===== config.mk =====
export PLATFORM = sky130hd
export DESIGN_NAME = bsg_tag_stream_decoder
export DESIGN_NICKNAME = d
export VERILOG_FILES = /design/src/rtl/bsg_tag_stream_decoder_pkg.sv /design/src/rtl/bsg_tag_stream_decoder_shift.sv /design/src/rtl/bsg_tag_stream_decoder.sv
export SDC_FILE = /design/constraint.sdc
export NUM_CORES = 1
export LEC_CHECK = 0
export CAP_MARGIN = 40
export CORE_UTILIZATION = 48
export CTS_CLUSTER_SIZE = 30
export DETAILED_ROUTE_END_ITERATION = 7
export GPL_ROUTABILITY_DRIVEN = 0
export MAX_ROUTING_LAYER = met4
export PLACE_DENSITY = 0.76
export SLEW_MARGIN = 20
export SYNTH_ARGS = -nofsm -noshare
export SYNTH_HDL_FRONTEND = slang
export SYNTH_SLANG_ARGS = --single-unit

===== constraint.sdc =====
create_clock -name clk_i -period 3.1 [get_ports clk_i]
set_input_delay 0.31 -clock clk_i [delete_from_list [all_inputs] [get_ports clk_i]]
set_output_delay 0.31 -clock clk_i [all_outputs]
set_load 0.03 [all_outputs]

===== src/rtl/bsg_tag_stream_decoder_pkg.sv =====
// ---------------------------------------------------------------------------
// bsg_tag_stream_decoder_pkg
//
// Shared types and width helpers for the bsg_tag serial-stream decoder.
//   bsg_tag_decode_state_e : decoder FSM states (also exported as a debug port)
//   safe_clog2             : ceil(log2(n)), never less than 1
//   id_width_f             : node-id field width for a given client count
//   len_width_f            : length field width for a given maximum payload
//   max_f                  : larger of two widths
//
// The decoded-packet struct depends on the module parameters, so it is
// declared inside bsg_tag_stream_decoder (bsg_tag_decoded_pkt_s) using the
// helpers below for its field widths.
// ---------------------------------------------------------------------------
package bsg_tag_stream_decoder_pkg;

    typedef enum logic [2:0] {
        BSG_TAG_IDLE    = 3'd0,
        BSG_TAG_LEN     = 3'd1,
        BSG_TAG_DNR     = 3'd2,
        BSG_TAG_ID      = 3'd3,
        BSG_TAG_PAYLOAD = 3'd4,
        BSG_TAG_SKIP    = 3'd5
    } bsg_tag_decode_state_e;

    // Smallest r with 2**r >= n, clamped to 1 so a field is never zero wide.
    function automatic int safe_clog2(input int n);
        int r;
        r = 0;
        for (int i = 0; i < 31; i++) begin
            if ((32'sd1 << i) < n) r = i + 1;
        end
        return (r < 1) ? 1 : r;
    endfunction

    function automatic int id_width_f(input int els);
        return safe_clog2(els);
    endfunction

    // The length field must be able to encode max_payload itself.
    function automatic int len_width_f(input int max_payload);
        return safe_clog2(max_payload + 1);
    endfunction

    function automatic int max_f(input int a, input int b);
        return (a > b) ? a : b;
    endfunction

endpackage


===== src/rtl/bsg_tag_stream_decoder_shift.sv =====
// ---------------------------------------------------------------------------
// bsg_tag_stream_decoder_shift
//
// LSB-first serial-in register with indexed write and synchronous clear.
// Each field of a tag packet arrives one bit per qualified cycle; the bit at
// index idx_i is written into position idx_i, so bit k of the field lands in
// bit k of the register regardless of how long the stream pauses.
//
// data_o is write-through: it shows the stored value with this cycle's write
// already applied. That lets the parent capture a complete field on the very
// edge that samples its final bit.
//
// Ports:
//   clk_i      in   1            clock
//   reset_n_i  in   1            asynchronous active-low reset
//   clear_i    in   1            zero the register on the next edge
//   we_i       in   1            write bit_i at index idx_i on the next edge
//   idx_i      in   idx_width_p  bit position to write
//   bit_i      in   1            serial data bit
//   data_o     out  width_p      register contents including this cycle's write
// ---------------------------------------------------------------------------
module bsg_tag_stream_decoder_shift #(
    parameter int width_p     = 1,
    parameter int idx_width_p = 1
) (
    input  logic                   clk_i,
    input  logic                   reset_n_i,
    input  logic                   clear_i,
    input  logic                   we_i,
    input  logic [idx_width_p-1:0] idx_i,
    input  logic                   bit_i,
    output logic [width_p-1:0]     data_o
);

    logic [width_p-1:0] data_r;
    logic [width_p-1:0] data_n;

    always_comb begin
        data_n = data_r;
        if (clear_i) begin
            data_n = '0;
        end
        for (int i = 0; i < width_p; i++) begin
            if (we_i && (idx_i == i[idx_width_p-1:0])) begin
                data_n[i] = bit_i;
            end
        end
    end

    always_ff @(posedge clk_i or negedge reset_n_i) begin
        if (!reset_n_i) begin
            data_r <= '0;
        end else begin
            data_r <= data_n;
        end
    end

    assign data_o = data_n;

endmodule


===== src/rtl/bsg_tag_stream_decoder.sv =====
// ---------------------------------------------------------------------------
// bsg_tag_stream_decoder
//
// Receive end of the bsg_tag serial protocol. Deserializes the bit-serial
// stream on data_i (qualified by en_i) into node id, data_not_reset flag,
// length and payload, and presents each packet in a one-entry output
// register.
//
// Wire format, first bit first:
//   '1' start | len (LSB first) | data_not_reset | node id (LSB first) |
//   payload (len bits, LSB first)
//
// Configuration macro:
//   BSG_TAG_STREAM_DECODER_NODE_FILTER_EN
//     defined   : packets whose node id differs from node_id_p are dropped
//                 silently (no v_o, no overflow_o).
//     undefined : every well-formed packet is emitted; node_id_p has no effect.
//
// Ports:
//   clk_i             in   1          tag clock, posedge sampling
//   reset_n_i         in   1          asynchronous active-low reset
//   en_i              in   1          stream qualifier; en_i=0 pauses decoding
//   data_i            in   1          serial tag bit
//   v_o               out  1          decoded packet valid
//   node_id_o         out  id width   packet node id
//   data_not_reset_o  out  1          packet data_not_reset flag
//   len_o             out  len width  payload length in bits
//   payload_o         out  max width  payload, right-justified, upper bits zero
//   yumi_i            in   1          consumer takes the packet
//   overflow_o        out  1          sticky: packet arrived while register full
//   len_err_o         out  1          sticky: length field above maximum
//   state_o           out  3          current decoder state (debug)
//
// Handshake: v_o/yumi_i is a valid/yumi pair. v_o stays high and the data
// outputs stay stable until the consumer raises yumi_i, which is only legal
// while v_o=1; the entry is released on the edge where yumi_i=1. A packet
// completing on that same edge refills the entry, so v_o then stays high.
// ---------------------------------------------------------------------------
module bsg_tag_stream_decoder
    import bsg_tag_stream_decoder_pkg::*;
#(
    // No meaningful defaults: both must be set by the instantiating design.
    parameter int els_p               = 1,
    parameter int max_payload_width_p = 1,
    parameter int node_id_p           = 0
) (
    input  logic                                          clk_i,
    input  logic                                          reset_n_i,
    input  logic                                          en_i,
    input  logic                                          data_i,
    output logic                                          v_o,
    output logic [id_width_f(els_p)-1:0]                  node_id_o,
    output logic                                          data_not_reset_o,
    output logic [len_width_f(max_payload_width_p)-1:0]   len_o,
    output logic [max_payload_width_p-1:0]                payload_o,
    input  logic                                          yumi_i,
    output logic                                          overflow_o,
    output logic                                          len_err_o,
    output bsg_tag_decode_state_e                         state_o
);

    localparam int id_w_lp  = id_width_f(els_p);
    localparam int len_w_lp = len_width_f(max_payload_width_p);
    // One counter walks every field, so it must reach the widest index:
    // len_w-1 in LEN, id_w-1 in ID, and up to 2**len_w-1 in SKIP.
    localparam int cnt_w_lp = max_f(len_w_lp, id_w_lp);

    localparam logic [cnt_w_lp-1:0] len_last_lp = cnt_w_lp'(len_w_lp - 1);
    localparam logic [cnt_w_lp-1:0] id_last_lp  = cnt_w_lp'(id_w_lp - 1);
    localparam logic [len_w_lp-1:0] max_len_lp  = len_w_lp'(max_payload_width_p);
    localparam logic [id_w_lp-1:0]  node_id_lp  = id_w_lp'(node_id_p);

`ifdef BSG_TAG_STREAM_DECODER_NODE_FILTER_EN
    localparam bit filter_en_lp = 1'b1;
`else
    localparam bit filter_en_lp = 1'b0;
`endif

    typedef struct packed {
        logic [id_w_lp-1:0]             id;
        logic                           dnr;
        logic [len_w_lp-1:0]            len;
        logic [max_payload_width_p-1:0] payload;
    } bsg_tag_decoded_pkt_s;

    bsg_tag_decode_state_e state_r;
    logic [cnt_w_lp-1:0]   cnt_r;
    logic                  dnr_r;
    logic                  v_r;
    logic                  overflow_r;
    logic                  len_err_r;
    bsg_tag_decoded_pkt_s  pkt_r;
    bsg_tag_decoded_pkt_s  pkt_n;

    logic                           field_clear;
    logic                           len_we;
    logic                           id_we;
    logic                           pay_we;
    logic                           complete;
    logic                           keep;
    logic                           emit;
    logic [len_w_lp-1:0]            len_q;
    logic [id_w_lp-1:0]             id_q;
    logic [max_payload_width_p-1:0] pay_q;
    logic [cnt_w_lp-1:0]            len_end;

    // ------------------------------------------------------------------
    // Field registers. All three are cleared by the start bit so payload
    // bits at and above len read back as zero.
    // ------------------------------------------------------------------
    bsg_tag_stream_decoder_shift #(
        .width_p     (len_w_lp),
        .idx_width_p (cnt_w_lp)
    ) len_shift (
        .clk_i     (clk_i),
        .reset_n_i (reset_n_i),
        .clear_i   (field_clear),
        .we_i      (len_we),
        .idx_i     (cnt_r),
        .bit_i     (data_i),
        .data_o    (len_q)
    );

    bsg_tag_stream_decoder_shift #(
        .width_p     (id_w_lp),
        .idx_width_p (cnt_w_lp)
    ) id_shift (
        .clk_i     (clk_i),
        .reset_n_i (reset_n_i),
        .clear_i   (field_clear),
        .we_i      (id_we),
        .idx_i     (cnt_r),
        .bit_i     (data_i),
        .data_o    (id_q)
    );

    bsg_tag_stream_decoder_shift #(
        .width_p     (max_payload_width_p),
        .idx_width_p (cnt_w_lp)
    ) payload_shift (
        .clk_i     (clk_i),
        .reset_n_i (reset_n_i),
        .clear_i   (field_clear),
        .we_i      (pay_we),
        .idx_i     (cnt_r),
        .bit_i     (data_i),
        .data_o    (pay_q)
    );

    // Index of the last payload (or skipped) bit. Only used when len > 0.
    assign len_end = cnt_w_lp'(len_q) - cnt_w_lp'(1);

    // ------------------------------------------------------------------
    // Per-cycle strobes. Everything is gated by en_i so a pause freezes
    // both the FSM and the field registers.
    // ------------------------------------------------------------------
    always_comb begin
        field_clear = 1'b0;
        len_we      = 1'b0;
        id_we       = 1'b0;
        pay_we      = 1'b0;
        complete    = 1'b0;
        if (en_i) begin
            case (state_r)
                BSG_TAG_IDLE:    field_clear = data_i;
                BSG_TAG_LEN:     len_we      = 1'b1;
                BSG_TAG_ID: begin
                    id_we    = 1'b1;
                    complete = (cnt_r == id_last_lp) && (len_q == '0);
                end
                BSG_TAG_PAYLOAD: begin
                    pay_we   = 1'b1;
                    complete = (cnt_r == len_end);
                end
                default: ;
            endcase
        end
    end

    // id_q and pay_q are write-through, so they already hold the bit being
    // sampled on the completing edge.
    assign keep  = !filter_en_lp || (id_q == node_id_lp);
    assign emit  = complete && keep;

    always_comb begin
        pkt_n         = '0;
        pkt_n.id      = id_q;
        pkt_n.dnr     = dnr_r;
        pkt_n.len     = len_q;
        pkt_n.payload = pay_q;
    end

    // ------------------------------------------------------------------
    // FSM, bit counter, output register and sticky flags.
    // ------------------------------------------------------------------
    always_ff @(posedge clk_i or negedge reset_n_i) begin
        if (!reset_n_i) begin
            state_r    <= BSG_TAG_IDLE;
            cnt_r      <= '0;
            dnr_r      <= 1'b0;
            v_r        <= 1'b0;
            pkt_r      <= '0;
            overflow_r <= 1'b0;
            len_err_r  <= 1'b0;
        end else begin
            // Output entry: refill wins over release on the same edge; a
            // packet arriving while the entry is held is dropped.
            if (emit) begin
                if (!v_r || yumi_i) begin
                    v_r   <= 1'b1;
                    pkt_r <= pkt_n;
                end else begin
                    overflow_r <= 1'b1;
                end
            end else if (yumi_i) begin
                v_r <= 1'b0;
            end

            if (en_i) begin
                case (state_r)
                    BSG_TAG_IDLE: begin
                        if (data_i) begin
                            state_r <= BSG_TAG_LEN;
                            cnt_r   <= '0;
                        end
                    end
                    BSG_TAG_LEN: begin
                        if (cnt_r == len_last_lp) begin
                            state_r <= BSG_TAG_DNR;
                            cnt_r   <= '0;
                        end else begin
                            cnt_r <= cnt_r + cnt_w_lp'(1);
                        end
                    end
                    BSG_TAG_DNR: begin
                        dnr_r   <= data_i;
                        state_r <= BSG_TAG_ID;
                        cnt_r   <= '0;
                    end
                    BSG_TAG_ID: begin
                        if (cnt_r == id_last_lp) begin
                            cnt_r <= '0;
                            if (len_q == '0) begin
                                state_r <= BSG_TAG_IDLE;
                            end else if (len_q > max_len_lp) begin
                                state_r   <= BSG_TAG_SKIP;
                                len_err_r <= 1'b1;
                            end else begin
                                state_r <= BSG_TAG_PAYLOAD;
                            end
                        end else begin
                            cnt_r <= cnt_r + cnt_w_lp'(1);
                        end
                    end
                    BSG_TAG_PAYLOAD, BSG_TAG_SKIP: begin
                        // SKIP walks the same len bits but never completes.
                        if (cnt_r == len_end) begin
                            state_r <= BSG_TAG_IDLE;
                            cnt_r   <= '0;
                        end else begin
                            cnt_r <= cnt_r + cnt_w_lp'(1);
                        end
                    end
                    default: begin
                        state_r <= BSG_TAG_IDLE;
                        cnt_r   <= '0;
                    end
                endcase
            end
        end
    end

    assign v_o              = v_r;
    assign node_id_o        = pkt_r.id;
    assign data_not_reset_o = pkt_r.dnr;
    assign len_o            = pkt_r.len;
    assign payload_o        = pkt_r.payload;
    assign overflow_o       = overflow_r;
    assign len_err_o        = len_err_r;
    assign state_o          = state_r;

endmodule


==> out/qor.csv <==
stage;metric;value;unit
outcome;status;finished, final reports clean;
global_route;initial antenna violation count;0;
route;post-route ant nets;0;
global_route;vias in the first global route;472;
pwr;Flop pwr share;37.3;%
timing;RSZ-0062 raised after global routing;false;
timing;Final Hold Fails;0;
critical_path;worst reg2reg path startpoint;state_o[1]$_DFFE_PN0P_;
critical_path;type of origin of the critical path;flip-flop;
die;Initial Util;54.0;%
timing;FMAX;368;MHz
cells_and_area;Antenna Cells;0;
global_route;largest net degree at the start of global routing;16;
die;Ports;15;
critical_path;CP bufs+invs;1;
timing;Worst Tran Pin Value;0.612;ns
timing;Final TNS setup;0;ns
pwr;total power;0.000875;W
route;Routed WL per cell;13.4;um
yosys;Post-Syn Area per Cell;10.1;um2
min_path;HP Class;primary input to asynchronous set/reset pin;
timing;period utilization;87.7;%
pwr;leak pwr;0.400;nW
pwr;switching part of the total;40.7;%
pwr;Peak VDD IR;0.000472;V
global_route;first-pass GRT wire length;2090;um
clock_network;H-tree depth;1;
route;Total Routed Length;1360;um
placement;DP Wirelength;990;um
clock_network;CTS Buf Count;3;
flow_run;max_cap viols;0;
critical_path;Critical Path RT;3.27;ns
route;Avg Vias per Cell;5.57;
die;die area;1700;um2
route;DR vias;568;
clock_network;later-pin clock latency in the skew report;0.28;ns
yosys;syn nets;79;
clock_network;clk sink count;14;
cells_and_area;fin cells;102;
yosys;Cells after Synth;73;
clock_network;Post-CTS Hold Fix Bufs;0;
clock_network;TritonCTS clock tree;done;
route;DRT Pass-1 Iters;3;
route;residual DRC count;0;
critical_path;Arrival @ worst endpoint;2.89;ns
timing;Slew HR;59.1;%
yosys;register area share after synthesis;47.5;%
critical_path;CP max stage delay;0.49;ns
yosys;library cells used by synthesis;31;
yosys;Synth Cell Area;738;um2
cells_and_area;area grow syn2layout;23.1;%
timing;Tmin final;2.72;ns
critical_path;Setup Crit Path Kind;flip-flop to flip-flop;
pwr;P per Cell Area;963;nW/um2
global_route;grt ovf;0;
critical_path;Setup crit start;state_o[1]$_DFFE_PN0P_;
placement;Port-buffer cells;13;
timing;Slew Limit Fails;0;
critical_path;most used cell, CP;nand2b_1;
clock_network;Max clock buf depth;2;
global_route;All-Layer GR Usage;20.3;%
yosys;post-synthesis register bit count;14;
cells_and_area;share of cells above drive strength 1;14.9;%
critical_path;crit path max fanout;11;
placement;placed cell count;98;
clock_network;Post-CTS Setup Inserts;0;
die;Die X-Extent;41.2;um
critical_path;Worst setup EP type;flip-flop;
timing;Final Skew;0.00331;ns
critical_path;Crit path max-delay family;compound AO/OA/AOI/OAI gates;
clock_network;clk root buf;clkbuf_4;
die;Row Count;13;
yosys;Synth warnings;0;
pwr;sw power;0.000356;W
cells_and_area;fin util;66.5;%
pwr;Int Pwr;0.000519;W
clock_network;CTS resizes;0;
die;Core Area;1370;um2
route;drt initial violations;2;
die;die height;41.2;um
pwr;Logic pwr share;47.5;%
critical_path;Crit-path slowest cell;dfrtp_1;
clock_network;clock-pin slew on the worst setup and hold paths;0.09;ns
timing;Setup Viol. Count Final;0;
pwr;clock share of power;15.1;%
critical_path;CP cell instances;nand2b_1 > a2111oi_2 > o22ai_1 > inv_1 > ha_1 > nor4bb_1 > o21ai_1 > nand2b_1 > mux2_2;
cells_and_area;Final nets;94;
## Yosys cell counts
library cell	instances	area share, %
a2111oi_0	1	1.2
a2111oi_2	1	2.0
a21oi_1	1	0.68
and4b_1	1	1.4
buf_2	3	2.0
buf_4	1	1.0
buf_6	1	1.5
clkbuf_1	1	0.51
conb_1	1	0.51
dfrtp_1	14	47
ha_1	1	1.7
inv_1	6	3.1
mux2_1	1	1.5
mux2_2	4	6.1
mux2_4	1	2.0
nand2_1	7	3.6
nand2b_1	5	4.2
nand4b_1	1	1.2
nor2_1	3	1.5
nor2b_1	1	0.85
nor3_1	1	0.68
nor3b_1	1	1.0
nor4bb_1	1	1.4
o21ai_0	6	4.1
o21ai_1	2	1.4
o21bai_1	1	1.0
o22ai_1	1	0.85
o31ai_1	2	2.0
o41a_1	1	1.5
o41ai_1	1	1.2
or3_1	1	0.85
## flip-flops by register name, summed over array words and instances (netlist names)
| signal | count |
|---|---|
| node_id_o | 1 |
| len_shift.data_r | 1 |
| dnr_r | 1 |
| data_not_reset_o | 1 |
| v_o | 1 |
| len_o | 1 |
| cnt_r | 1 |
| id_shift.data_r | 1 |
| overflow_o | 1 |
| payload_o | 1 |
| state_o | 3 |
| payload_shift.data_r | 1 |
## worst register-to-register path, cell delays in order, from the launching register on
cell	delay [ns]
dfrtp_1	0.49
nand2b_1	0.27
a2111oi_2	0.38
o22ai_1	0.18
inv_1	0.09
ha_1	0.24
nor4bb_1	0.14
o21ai_1	0.20
nand2b_1	0.26
mux2_2	0.36
## power by group through the flow
stage / clock (W) / sequential (W) / combinational, W
floorplan: 0 / 0.000384 / 0.000224
global placement: 0 / 0.000327 / 0.000406
finish: 0.000132 / 0.000327 / 0.000416
global route: 0.000144 / 0.000339 / 0.000455
detailed placement: 0 / 0.000331 / 0.000415
CTS: 0.000137 / 0.000327 / 0.000417
## kinds of logic (layout without fill, tap and decap cells)
kind of cell               count (synthesis)  in the layout  share of synthesized area [%]
AOI/OAI and AO/OA                         17             17                           15.9
adders and majority gates                  1              1                           1.69
muxes                                      6              6                           9.66
DFF                                       14             14                           47.5
and+or+nand+nor                           22             22                           16.6
other                                      1              1                          0.508
buffers and inverters                     12             26                           8.13
## per-layer routing
metal | vias up | track usage, % | share of wire, % | routed length [um]
li1 | 283 | - | - | -
met1 | 271 | 24.0 | 47 | 645
met2 | 12 | 33.6 | 49 | 669
met3 | 2 | 3.26 | 3.2 | 43
met4 | 0 | 9.68 | 0.37 | 5
met5 | - | - | 0 | 0
## cell type report
class,instances,area [um2]
clock buffers,4,36.3
fillers,120,458
inverters,6,22.5
multi-input cells,47,328
flip-flops and latches,14,350
well taps,15,18.8
repair buffers,16,153
## worst paths after layout
check / slack (ns) / endpoint / cells after the start
min reg2reg: 0.48 / overflow_o$_DFFE_PN0P_ / 1
min in group clk_i: 0.48 / overflow_o$_DFFE_PN0P_ / 1
max reg2reg: 0.38 / payload_o$_DFFE_PN0P_ / 9
max: 0.38 / payload_o$_DFFE_PN0P_ / 9
min: 0.41 / state_o[1]$_DFFE_PN0P_ / 1
max in group asynchronous: 2.30 / node_id_o$_DFFE_PN0P_ / 1
## layout by cell type, fill, tap and decap left out, types with 2 or more instances in the layout
master / instances
clkdlybuf4s50_1: 13
o31ai_1: 2
o21ai_0: 6
buf_4: 3
dfrtp_1: 14
nor2_1: 3
o21ai_1: 2
mux2_2: 4
nand2b_1: 5
nand2_1: 7
clkbuf_4: 3
inv_1: 6
## through the flow
step	hold WS (ns)	area [um2]	worst slack (ns)
6_report	0.406	908	0.380
5_1_grt	0.466	908	0.239
4_1_cts	0.435	908	0.380
3_5_place_dp	0.461	872	0.163
3_3_place_gp	0.460	872	0.249
2_1_floorplan	0.0144	738	0.538
Note: power is estimated with default switching activity, not from simulation.
